--- config.mk ---
export PLATFORM = sky130hd
export DESIGN_NAME = alu_arbiter
export DESIGN_NICKNAME = d
export VERILOG_FILES = /design/src/rtl/alu_arbiter.sv
export SDC_FILE = /design/constraint.sdc
export NUM_CORES = 1
export LEC_CHECK = 0
export CAP_MARGIN = 15
export CORE_MARGIN = 4
export CORE_UTILIZATION = 44
export CTS_CLUSTER_SIZE = 20
export DETAILED_ROUTE_END_ITERATION = 8
export PLACE_DENSITY = 0.84
export SETUP_SLACK_MARGIN = 0.3
export SYNTH_ARGS = -nofsm -noshare
export SYNTH_HDL_FRONTEND = slang
export SYNTH_SLANG_ARGS = --single-unit
--- constraint.sdc ---
create_clock -name clk -period 3 [get_ports clk]
set_clock_uncertainty 0.05 [all_clocks]
set_input_delay 0.3 -clock clk [delete_from_list [all_inputs] [get_ports clk]]
set_output_delay 0.3 -clock clk [all_outputs]
set_load 0.01 [all_outputs]
--- src/rtl/alu_arbiter.sv ---
// alu_arbiter: round-robin arbiter sharing one external ALU between two requesters
module alu_arbiter #(
  parameter int EXEC_CYCLES = 2
) (
  input  logic       clk,
  input  logic       reset_n,
  input  logic       req0,
  input  logic       req1,
  input  logic [2:0] op0,
  input  logic [2:0] op1,
  input  logic [3:0] a0,
  input  logic [3:0] b0,
  input  logic [3:0] a1,
  input  logic [3:0] b1,
  output logic       gnt0,
  output logic       gnt1,
  output logic [2:0] alu_sel,
  output logic [7:0] alu_in,
  input  logic [7:0] alu_out,
  output logic [7:0] result,
  output logic       result_id,
  output logic       done,
  output logic       err,
  output logic       busy
);
  typedef enum logic [1:0] {IDLE, EXEC, DONE} state_t;
  state_t state_q, state_d;
  logic ptr_q, ptr_d, id_q, id_d, win1, illegal;
  logic [3:0] cnt_q, cnt_d;
  logic gnt0_q, gnt0_d, gnt1_q, gnt1_d, done_q, done_d, err_q, err_d, busy_q, busy_d;
  logic result_id_q, result_id_d;
  logic [2:0] alu_sel_q, alu_sel_d;
  logic [7:0] alu_in_q, alu_in_d, result_q, result_d;
  assign win1 = req1 & (~req0 | ptr_q);
  assign illegal = &alu_sel_q[2:1];
  // alu_sel_q/alu_in_q double as the latched op and operands for the whole EXEC phase
  always_comb begin
    state_d = state_q;
    ptr_d = ptr_q;
    id_d = id_q;
    cnt_d = cnt_q;
    gnt0_d = 1'b0;
    gnt1_d = 1'b0;
    done_d = 1'b0;
    err_d = 1'b0;
    alu_sel_d = alu_sel_q;
    alu_in_d = alu_in_q;
    result_d = result_q;
    result_id_d = result_id_q;
    case (state_q)
      IDLE: if (req0 | req1) begin
        state_d = EXEC;
        id_d = win1;
        ptr_d = ~win1;
        gnt0_d = ~win1;
        gnt1_d = win1;
        alu_sel_d = win1 ? op1 : op0;
        alu_in_d = win1 ? {a1, b1} : {a0, b0};
        cnt_d = 4'(EXEC_CYCLES - 1);
      end
      EXEC: if (cnt_q == 4'd0) begin
        state_d = DONE;
        result_d = illegal ? 8'h00 : alu_out;
        result_id_d = id_q;
        done_d = 1'b1;
        err_d = illegal;
        alu_sel_d = 3'd0;
        alu_in_d = 8'h00;
      end else cnt_d = cnt_q - 4'd1;
      default: state_d = IDLE;
    endcase
    busy_d = state_d != IDLE;
  end
  always_ff @(posedge clk) begin
    if (!reset_n) begin
      state_q <= IDLE;
      ptr_q <= 1'b0;
      id_q <= 1'b0;
      cnt_q <= 4'd0;
      gnt0_q <= 1'b0;
      gnt1_q <= 1'b0;
      done_q <= 1'b0;
      err_q <= 1'b0;
      busy_q <= 1'b0;
      alu_sel_q <= 3'd0;
      alu_in_q <= 8'h00;
      result_q <= 8'h00;
      result_id_q <= 1'b0;
    end else begin
      state_q <= state_d;
      ptr_q <= ptr_d;
      id_q <= id_d;
      cnt_q <= cnt_d;
      gnt0_q <= gnt0_d;
      gnt1_q <= gnt1_d;
      done_q <= done_d;
      err_q <= err_d;
      busy_q <= busy_d;
      alu_sel_q <= alu_sel_d;
      alu_in_q <= alu_in_d;
      result_q <= result_d;
      result_id_q <= result_id_d;
    end
  end
  assign gnt0 = gnt0_q;
  assign gnt1 = gnt1_q;
  assign done = done_q;
  assign err = err_q;
  assign busy = busy_q;
  assign alu_sel = alu_sel_q;
  assign alu_in = alu_in_q;
  assign result = result_q;
  assign result_id = result_id_q;
endmodule

==> results of run 1 <==
## state kept, by name (all words and copies together) (netlist names)
| signal | count |
|---|---|
| busy | 1 |
| alu_in | 8 |
| gnt0 | 1 |
| state_q | 2 |
| done | 1 |
| err | 1 |
| ptr_q | 1 |
| gnt1 | 1 |
| cnt_q | 4 |
| id_q | 1 |
| alu_sel | 3 |
| result | 8 |
| result_id | 1 |
## stage by stage
stage               instance area (µm²)  utilization [%]  instances  power, mW
floorplan                          1400                -        151      0.644
global placement                   1990             65.3        242      0.764
detailed placement                 1990             65.3        242      0.772
CTS                                2050             67.0        250      0.999
global route                       2050             67.0        250       1.05
finish                             2050             67.0        250      0.991
## critical path, stage by stage
cell	delay (ps)
clkdlybuf4s50_1	410
buf_4	190
a21boi_0	920
a32oi_1	130
o22ai_1	190
## synthesized netlist by cell type, drive strengths merged
library cell	count
o221ai	3
nor2	4
a32oi	11
o21ai	12
nand2	3
inv	14
buf	2
o22ai	11
a21oi	1
o211a	1
ha	1
o211ai	1
dfxtp	33
or3	2
and4	1
or4	1
nor2b	1
and3	4
o311a	1
nand4	8
nand4bb	1
nand3	2
o21a	2
a21boi	13
and2b	1
or2	1
and4bb	1
a22oi	1
clkbuf	11
nor3b	1
nand2b	2
## routing by layer
layer	track usage [%]	up-vias	share of wire (%)	wire [µm]
li1	-	674	-	-
met1	21.3	642	42	1490
met2	29.0	55	48	1700
met3	6.15	8	7.3	258
met4	6.86	0	1.8	65
met5	0	-	0	0
## path summary, 6_finish.rpt
kind | startpoint | end
hold / removal | alu_in[5] | alu_in[5]
setup / recovery | req1 | alu_in[6]
setup reg to reg | cnt_q[0] | alu_in[4]
hold reg to reg | alu_in[5] | alu_in[5]
## report_power, final
group          total, mW  leakage, nW  switching [mW]  internal (mW)
combinational      0.261        0.417           0.120          0.141
clock              0.228       0.0320           0.139         0.0892
sequential         0.502        0.270          0.0242          0.478
total              0.991        0.720           0.283          0.708
## cell families after synthesis
kind of cell             Yosys count
AO/OA/AOI/OAI                     57
buffers and inverters             27
AND/OR/NAND/NOR                   33
adder cells (fa/ha/maj)            1
flip-flops                        33
## layout make-up
| class | instances | area (µm²) |
|---|---|---|
| Fill cell | 261 | 1010 |
| Clock inverter | 2 | 10.0 |
| Clock buffer | 6 | 41.3 |
| Sequential cell | 33 | 661 |
| Timing Repair Buffer | 60 | 596 |
| Inverter | 14 | 52.6 |
| Multi-Input combinational cell | 91 | 631 |
| Tap cell | 44 | 55.1 |
==> impl_metrics.tcl, run 1 <==
set metrics [dict create \
    post_drt_wl_per_cell_um 14.1 \
    holdPathStages 2 \
    synth_top_cell_by_area "dfxtp_1" \
    ctsHoldBuffers 0 \
    ant_nets 0 \
    grt_max_degree 24 \
    dp_slack_ps 759 \
    synthMuxAreaShare_pct 0 \
    crit_path_start_kind "input pin" \
    antenna_found_initial 0 \
    path_clk_slew_ps 100 \
    grt.total_usage_pct 17.7 \
    vias_per_cell 5.52 \
    coreArea_mm2 0.00305 \
    rows 20 \
    hold_class "register to register" \
    fin_ws_ps 1050 \
    required_ps 3190 \
    syn_area_per_cell_um2 9.26 \
    synthAdderAreaFrac_pct 0.894 \
    h-tree-depth 2 \
    synth-simple-area-share_pct 14.8 \
    tightest_slew_ps 1170 \
    rr_worst_depth 5 \
    rsz0062_at_grt "no" \
    synth_compound_area_share_pct 29.4 \
    port_buffers 58 \
    ys_warn_count 0 \
    hold_violations 0 \
    synth_xor_area_share_pct 0 \
    peakVddDrop_v 0.000324 \
    cts_buffers 5 \
    status "completed" \
    cts-root-buf "clkbuf_4" \
    start_util_pct 45.8 \
    whs_ps 434 \
    setup_tns_ps 0 \
    vias 1379 \
    maxCapViolCount 0 \
    max_freq_mhz 513 \
    synth_nets 186 \
    netlist_instances 151 \
    p_leak_nw 0.720 \
    cts.sinks 33 \
    synth_top_family_by_area "compound AO/OA/AOI/OAI gates" \
    ys_seq_area_share_pct 47.2 \
    rrSetupSlack_ps 1100 \
    crit_arrival_ps 2140 \
    cp_max_fo 16 \
    finalSetupViolCount 0 \
    grt_first_pass_wirelength_um 6000 \
    die_y_um 64.4 \
    slew_headroom_pct 21.5 \
    die_area_mm2 0.00415 \
    gr-total-overflow 0 \
    finalCriticalPeriod_ps 1950 \
    first_pass_iters 4 \
    post_cts_buffers 0 \
    first_iter_violations 64 \
    clk_path_buf_depth 2 \
    area_growth_pct 46.2 \
    layout.nets 240 \
    routed_wl_um 3520 \
    maxSlewViolCount 0 \
    synth_cell_type_count 35 \
    crit_type "input pin to register" \
    ioPinCount 59 \
    crit_path_end_kind "register" \
    ctsResizeCount 0 \
    synthTopCellsByArea "dfxtp_1 47%, a21boi_0 7.0%, a32oi_1 6.9%" \
    synth.top_cell.area_share_pct 47.2 \
    gp_congestion 0.774 \
    dp_hpwl_um 2640 \
    grt_pass1_vias 1362 \
    synthesis.area_mm2 0.00140 \
    cts_tree "done" \
    die_width_um 64.4 \
    clock_latency_ps 310 \
    drcViolationCount 0 \
    final_common_cell "clkdlybuf4s50_1" \
    final.period_utilization_pct 65.0 \
    powerDensity_mw_per_mm2 485 \
    ys_ff_latch 33 \
    layout-drive-gt1-share_pct 7.28 \
    antenna_cells 0 \
    layout_common_cells "58 x clkdlybuf4s50_1, 33 x dfxtp_1, 14 x inv_1" \
]
No activity file was read; power rests on OpenSTA's default activity.
==> run 2: changes to the inputs <==
- CORE_UTILIZATION: 44 -> 42
- PLACE_DENSITY: 0.84 -> 0.81
- clock period: 3 -> 1.9 ns (I/O delays scaled with it)
==> impl_metrics.tcl, run 2 (synthesized netlist as in run 1, its figures left out) <==
set metrics [dict create \
    clock_latency_ps 320 \
    ant_nets 0 \
    area_growth_pct 50.8 \
    tightest_slew_ps 776 \
    start_util_pct 44.7 \
    rows 20 \
    cp_cell_sequence "inv_1 -> ha_2 -> nor3b_2 -> or4_1 -> a21oi_1" \
    final_common_cell "clkdlybuf4s50_1" \
    min_from "alu_out[0]" \
    cts-root-buf "clkbuf_4" \
    grt.total_usage_pct 18.2 \
    layout-drive-gt1-share_pct 11.1 \
    h-tree-depth 2 \
    path_clk_slew_ps 90 \
    slowest_delay_ps 480 \
    peakVddDrop_v 0.000387 \
    clk_path_buf_depth 2 \
    vias_per_cell 5.45 \
    holdPathStages 3 \
    max_freq_mhz 654 \
    first_iter_violations 62 \
    final.period_utilization_pct 80.5 \
    rrSetupSlack_ps 370 \
    finalSetupViolCount 0 \
    crit_path_start_kind "register" \
    use_met2_pct 32.4 \
    worst_path_dominant_cell_family "simple AND/OR/NAND/NOR gates" \
    routed_wl_um 3870 \
    final_area_mm2 0.00211 \
    powerDensity_mw_per_mm2 773 \
    whs_ps 422 \
    layout_common_cells "58 x clkdlybuf4s50_1, 30 x dfxtp_1, 14 x inv_1" \
    met3_usage_pct 4.96 \
    required_ps 2100 \
    p_total_mw 1.63 \
    cts.sinks 33 \
    grt.busiest_layer "met2" \
    port_buffers 58 \
    cts_tree "done" \
    status "completed" \
    gr-total-overflow 0 \
    antenna_cells 0 \
    cts_buffers 5 \
    first_pass_iters 4 \
    maxCapViolCount 0 \
    fillerInstances 245 \
    crit_type "register to register" \
    rsz0062_at_grt "yes" \
    hold_violations 0 \
    crit_path_end_kind "register" \
    ioPinCount 59 \
    hold_class "input pin to register" \
    post_drt_wl_per_cell_um 15.4 \
    r2r-start "cnt_q[0]" \
    vias 1374 \
    critPathSlowestCell "or4_1" \
    die_area_mm2 0.00432 \
    p_leak_nw 0.744 \
    finalCriticalPeriod_ps 1530 \
    grt_util_met1_pct 19.6 \
    cp_max_fo 6 \
    crit_arrival_ps 1730 \
    path_buf_inv 1 \
    ctsHoldBuffers 0 \
    gp_congestion 0.793 \
    layout.nets 243 \
    grt_pass1_vias 1408 \
    reg2reg_to "cnt_q[3]" \
    rr_worst_depth 5 \
    coreArea_mm2 0.00313 \
    regArea_um2 664 \
    dp_hpwl_um 2810 \
    place_area_mm2 0.00201 \
    die_width_um 65.7 \
    maxSlewViolCount 0 \
    die_y_um 65.7 \
    multiInputGateArea_um2 652 \
    slew_headroom_pct 48.2 \
    grt_first_pass_wirelength_um 6130 \
    grt_max_degree 16 \
    drcViolationCount 0 \
    utilization_pct 67.4 \
    antenna_found_initial 0 \
    min_to "result[0]" \
]
-- run 2: how the worst max path moves through the flow --
| stage | start | endpoint | cells past startpoint |
|---|---|---|---|
| 3_5_place_dp | req0 | alu_in[7] | 4 |
| 4_1_cts | cnt_q[0] | cnt_q[3] | 5 |
| 5_1_grt | cnt_q[0] | cnt_q[3] | 5 |
| 2_1_floorplan | cnt_q[0] | cnt_q[3] | 5 |
| 6_report | cnt_q[0] | cnt_q[3] | 5 |
| 3_3_place_gp | req0 | alu_sel[2] | 4 |
-- run 2: repair_timing --
item                                    4_1_cts  5_1_grt
pin swaps                                     0        1
endpoints found under the setup margin       13       17
buffers inserted                              0        1
resized for setup                             3        5
-- run 2: power by group --
| part | switching (mW) | total [mW] | internal (mW) |
|---|---|---|---|
| registers | 0.0385 | 0.795 | 0.756 |
| clock network | 0.217 | 0.392 | 0.175 |
| logic | 0.201 | 0.443 | 0.242 |
| total | 0.457 | 1.63 | 1.17 |
-- run 2: area by class of cell --
type	instances	share of cell area [%]
Inverter	14	2.49
Tap cell	44	2.61
Clock buffer	7	2.61
Timing Repair Buffer	63	29.9
Sequential cell	33	31.5
Multi-Input combinational cell	91	30.9
-- run 2: worst reg2reg max path, delay by kind of cell (launching register included) --
family,cells,cell delay [ps]
flops,1,330
compound gates,1,150
buf+inv,1,60
simple gates,2,670
fa+ha+maj,1,200
-- run 2: stage by stage --
| stage | setup TNS [ps] | setup WS (ps) | instances |
|---|---|---|---|
| after detailed placement | -1290 | -140 | 244 |
| after global routing | 0 | 280 | 252 |
| final | 0 | 371 | 252 |
| after global placement | -713 | -92.2 | 244 |
| after CTS | 0 | 322 | 251 |
| after floorplan | 0 | 448 | 151 |
-- run 2: layer usage --
layer  up-vias  part of all wire [%]
li1        682                     -
met1       646                    43
met2        42                    50
met3         4                   5.6
met4         0                  0.67
met5         -                     0
==> run 3: changes to the inputs <==
- CORE_UTILIZATION: 42 -> 38
- PLACE_DENSITY: 0.81 -> 0.78
- clock period: 1.9 -> 1.3 ns (I/O delays scaled with it)
==> impl_metrics.tcl, run 3 (synthesized netlist as in run 1, its figures left out) <==
set metrics [dict create \
    slowest_delay_ps 480 \
    fillerInstances 272 \
    p_leak_nw 0.916 \
    layout-drive-gt1-share_pct 39.4 \
    coreArea_mm2 0.00344 \
    grt_max_degree 15 \
    finalSetupViolCount 24 \
    violations "negative setup slack" \
    final.period_utilization_pct 109 \
    cts.sinks 33 \
    h-tree-depth 2 \
    clockPowerShare_pct 28.2 \
    ioPinCount 59 \
    p_total_mw 2.68 \
    rows 21 \
    clk_path_buf_depth 2 \
    rsz0062_at_grt "yes" \
    cp_cell_sequence "inv_2 -> ha_4 -> nor3b_4 -> or4_4 -> a21oi_2" \
    sw_frac_of_total_pct 29.9 \
    p_comb_share_pct 28.0 \
    maxSlewViolCount 0 \
    critPathSlowestCell "or4_4" \
    hold_violations 0 \
    grt.total_usage_pct 18.2 \
    utilization_pct 66.0 \
    hold_class "input pin to register" \
    cts-root-buf "clkbuf_8" \
    pwr-share-seq_pct 43.8 \
    crit_path_start_kind "register" \
    die_y_um 68.7 \
    dp_hpwl_um 3040 \
    final_common_cell "clkdlybuf4s50_1" \
    cts_buffers 5 \
    required_ps 1480 \
    gp_congestion 0.809 \
    first_iter_violations 91 \
    powerDensity_mw_per_mm2 1180 \
    path_clk_slew_ps 70 \
    crit_path_end_kind "register" \
    post_drt_wl_per_cell_um 15.7 \
    first_pass_iters 4 \
    ant_nets 0 \
    cts_tree "done" \
    vias 1511 \
    maxCapViolCount 0 \
    die_area_mm2 0.00472 \
    start_util_pct 40.6 \
    antenna_cells 0 \
    routed_wl_um 4260 \
    status "finished, violations left" \
    die_width_um 68.7 \
    crit_arrival_ps 1600 \
    cp_max_fo 4 \
    gr-total-overflow 0 \
    fin_ws_ps -123 \
    switching_power_uw 801 \
    layout_common_cells "32 x clkdlybuf4s50_1, 25 x buf_2, 22 x dfxtp_1" \
    area_growth_pct 62.3 \
    crit_type "register to register" \
    vias_per_cell 5.56 \
    tightest_slew_ps 340 \
    clock_latency_ps 300 \
    p_int_mw 1.88 \
    antenna_found_initial 0 \
    slew_headroom_pct 77.3 \
    finalCriticalPeriod_ps 1420 \
    grt_first_pass_wirelength_um 6410 \
    max_freq_mhz 703 \
    peakVddDrop_v 0.000624 \
    layout.nets 260 \
    grt_pass1_vias 1489 \
    port_buffers 58 \
    drcViolationCount 0 \
]
[run 3: changes by cell type in the layout (fill, tap and decap cells not counted), sizes merged]
cell           delta
o221ai            +1
buf              +41
dlymetal6s2s      +1
clkinv            +2
clkinvlp          +1
clkdlybuf4s50    -26
clkbuf            -2
[run 3: routing by layer]
metal / global-route usage (%) / vias up / wire (µm)
met2: 31.6 / 66 / 2070
met5: 0 / - / 0
met4: 7.94 / 0 / 114
li1: - / 717 / -
met3: 4.86 / 13 / 295
met1: 20.7 / 715 / 1780
[run 3: per-stage QoR]
stage / setup TNS [ps] / area, µm² / instances / hold WS, ps / worst slack [ps]
finish: -1380 / 2270 / 272 / 382 / -123
global route: -3130 / 2270 / 272 / 389 / -180
CTS: -1640 / 2220 / 271 / 371 / -108
detailed placement: -6570 / 2190 / 262 / 418 / -362
global placement: -4450 / 2190 / 262 / 411 / -273
floorplan: -519 / 1480 / 151 / 250 / -50.8
[run 3: worst max-delay path: cells and delay by family (launching register included)]
family / cells / cell delay, ps
buffers and inverters: 1 / 50
DFF: 1 / 340
adders and majority gates: 1 / 170
and+or+nand+nor: 2 / 630
AOI/OAI and AO/OA: 1 / 120
[run 3: area by class of cell]
| cell class | instances | area, µm² | share of cell area, % |
|---|---|---|---|
| flip-flops and latches | 33 | 679 | 29.9 |
| multi-input cells | 92 | 752 | 33.1 |
| clock inverters | 3 | 17.5 | 0.771 |
| well taps | 46 | 57.6 | 2.53 |
| clock buffers | 5 | 68.8 | 3.03 |
| repair buffers | 79 | 643 | 28.3 |
| inverters | 14 | 52.6 | 2.31 |
[run 3: final timing paths]
check,from,endpoint,slack [ps],cells after the start
min reg2reg,result[2],result[2],420,2
max reg2reg,cnt_q[0],cnt_q[3],-120,5
min,alu_out[3],result[3],380,3
max,cnt_q[0],cnt_q[3],-120,5
[run 3: what timing repair did]
item / in CTS / in global routing
pin swaps: 5 / 5
gates resized for setup: 122 / 13
buffers inserted: 1 / 0
hold buffers: 0 / 0
endpoints found under the setup margin: 58 / 34
cloned: 0 / 1
[run 3: power by group through the flow]
stage	clock [mW]	sequential (mW)	combinational (mW)
global route	0.825	1.18	0.811
floorplan	0	1.21	0.345
CTS	0.777	1.17	0.709
global placement	0	1.18	0.704
detailed placement	0	1.19	0.730
finish	0.756	1.17	0.750
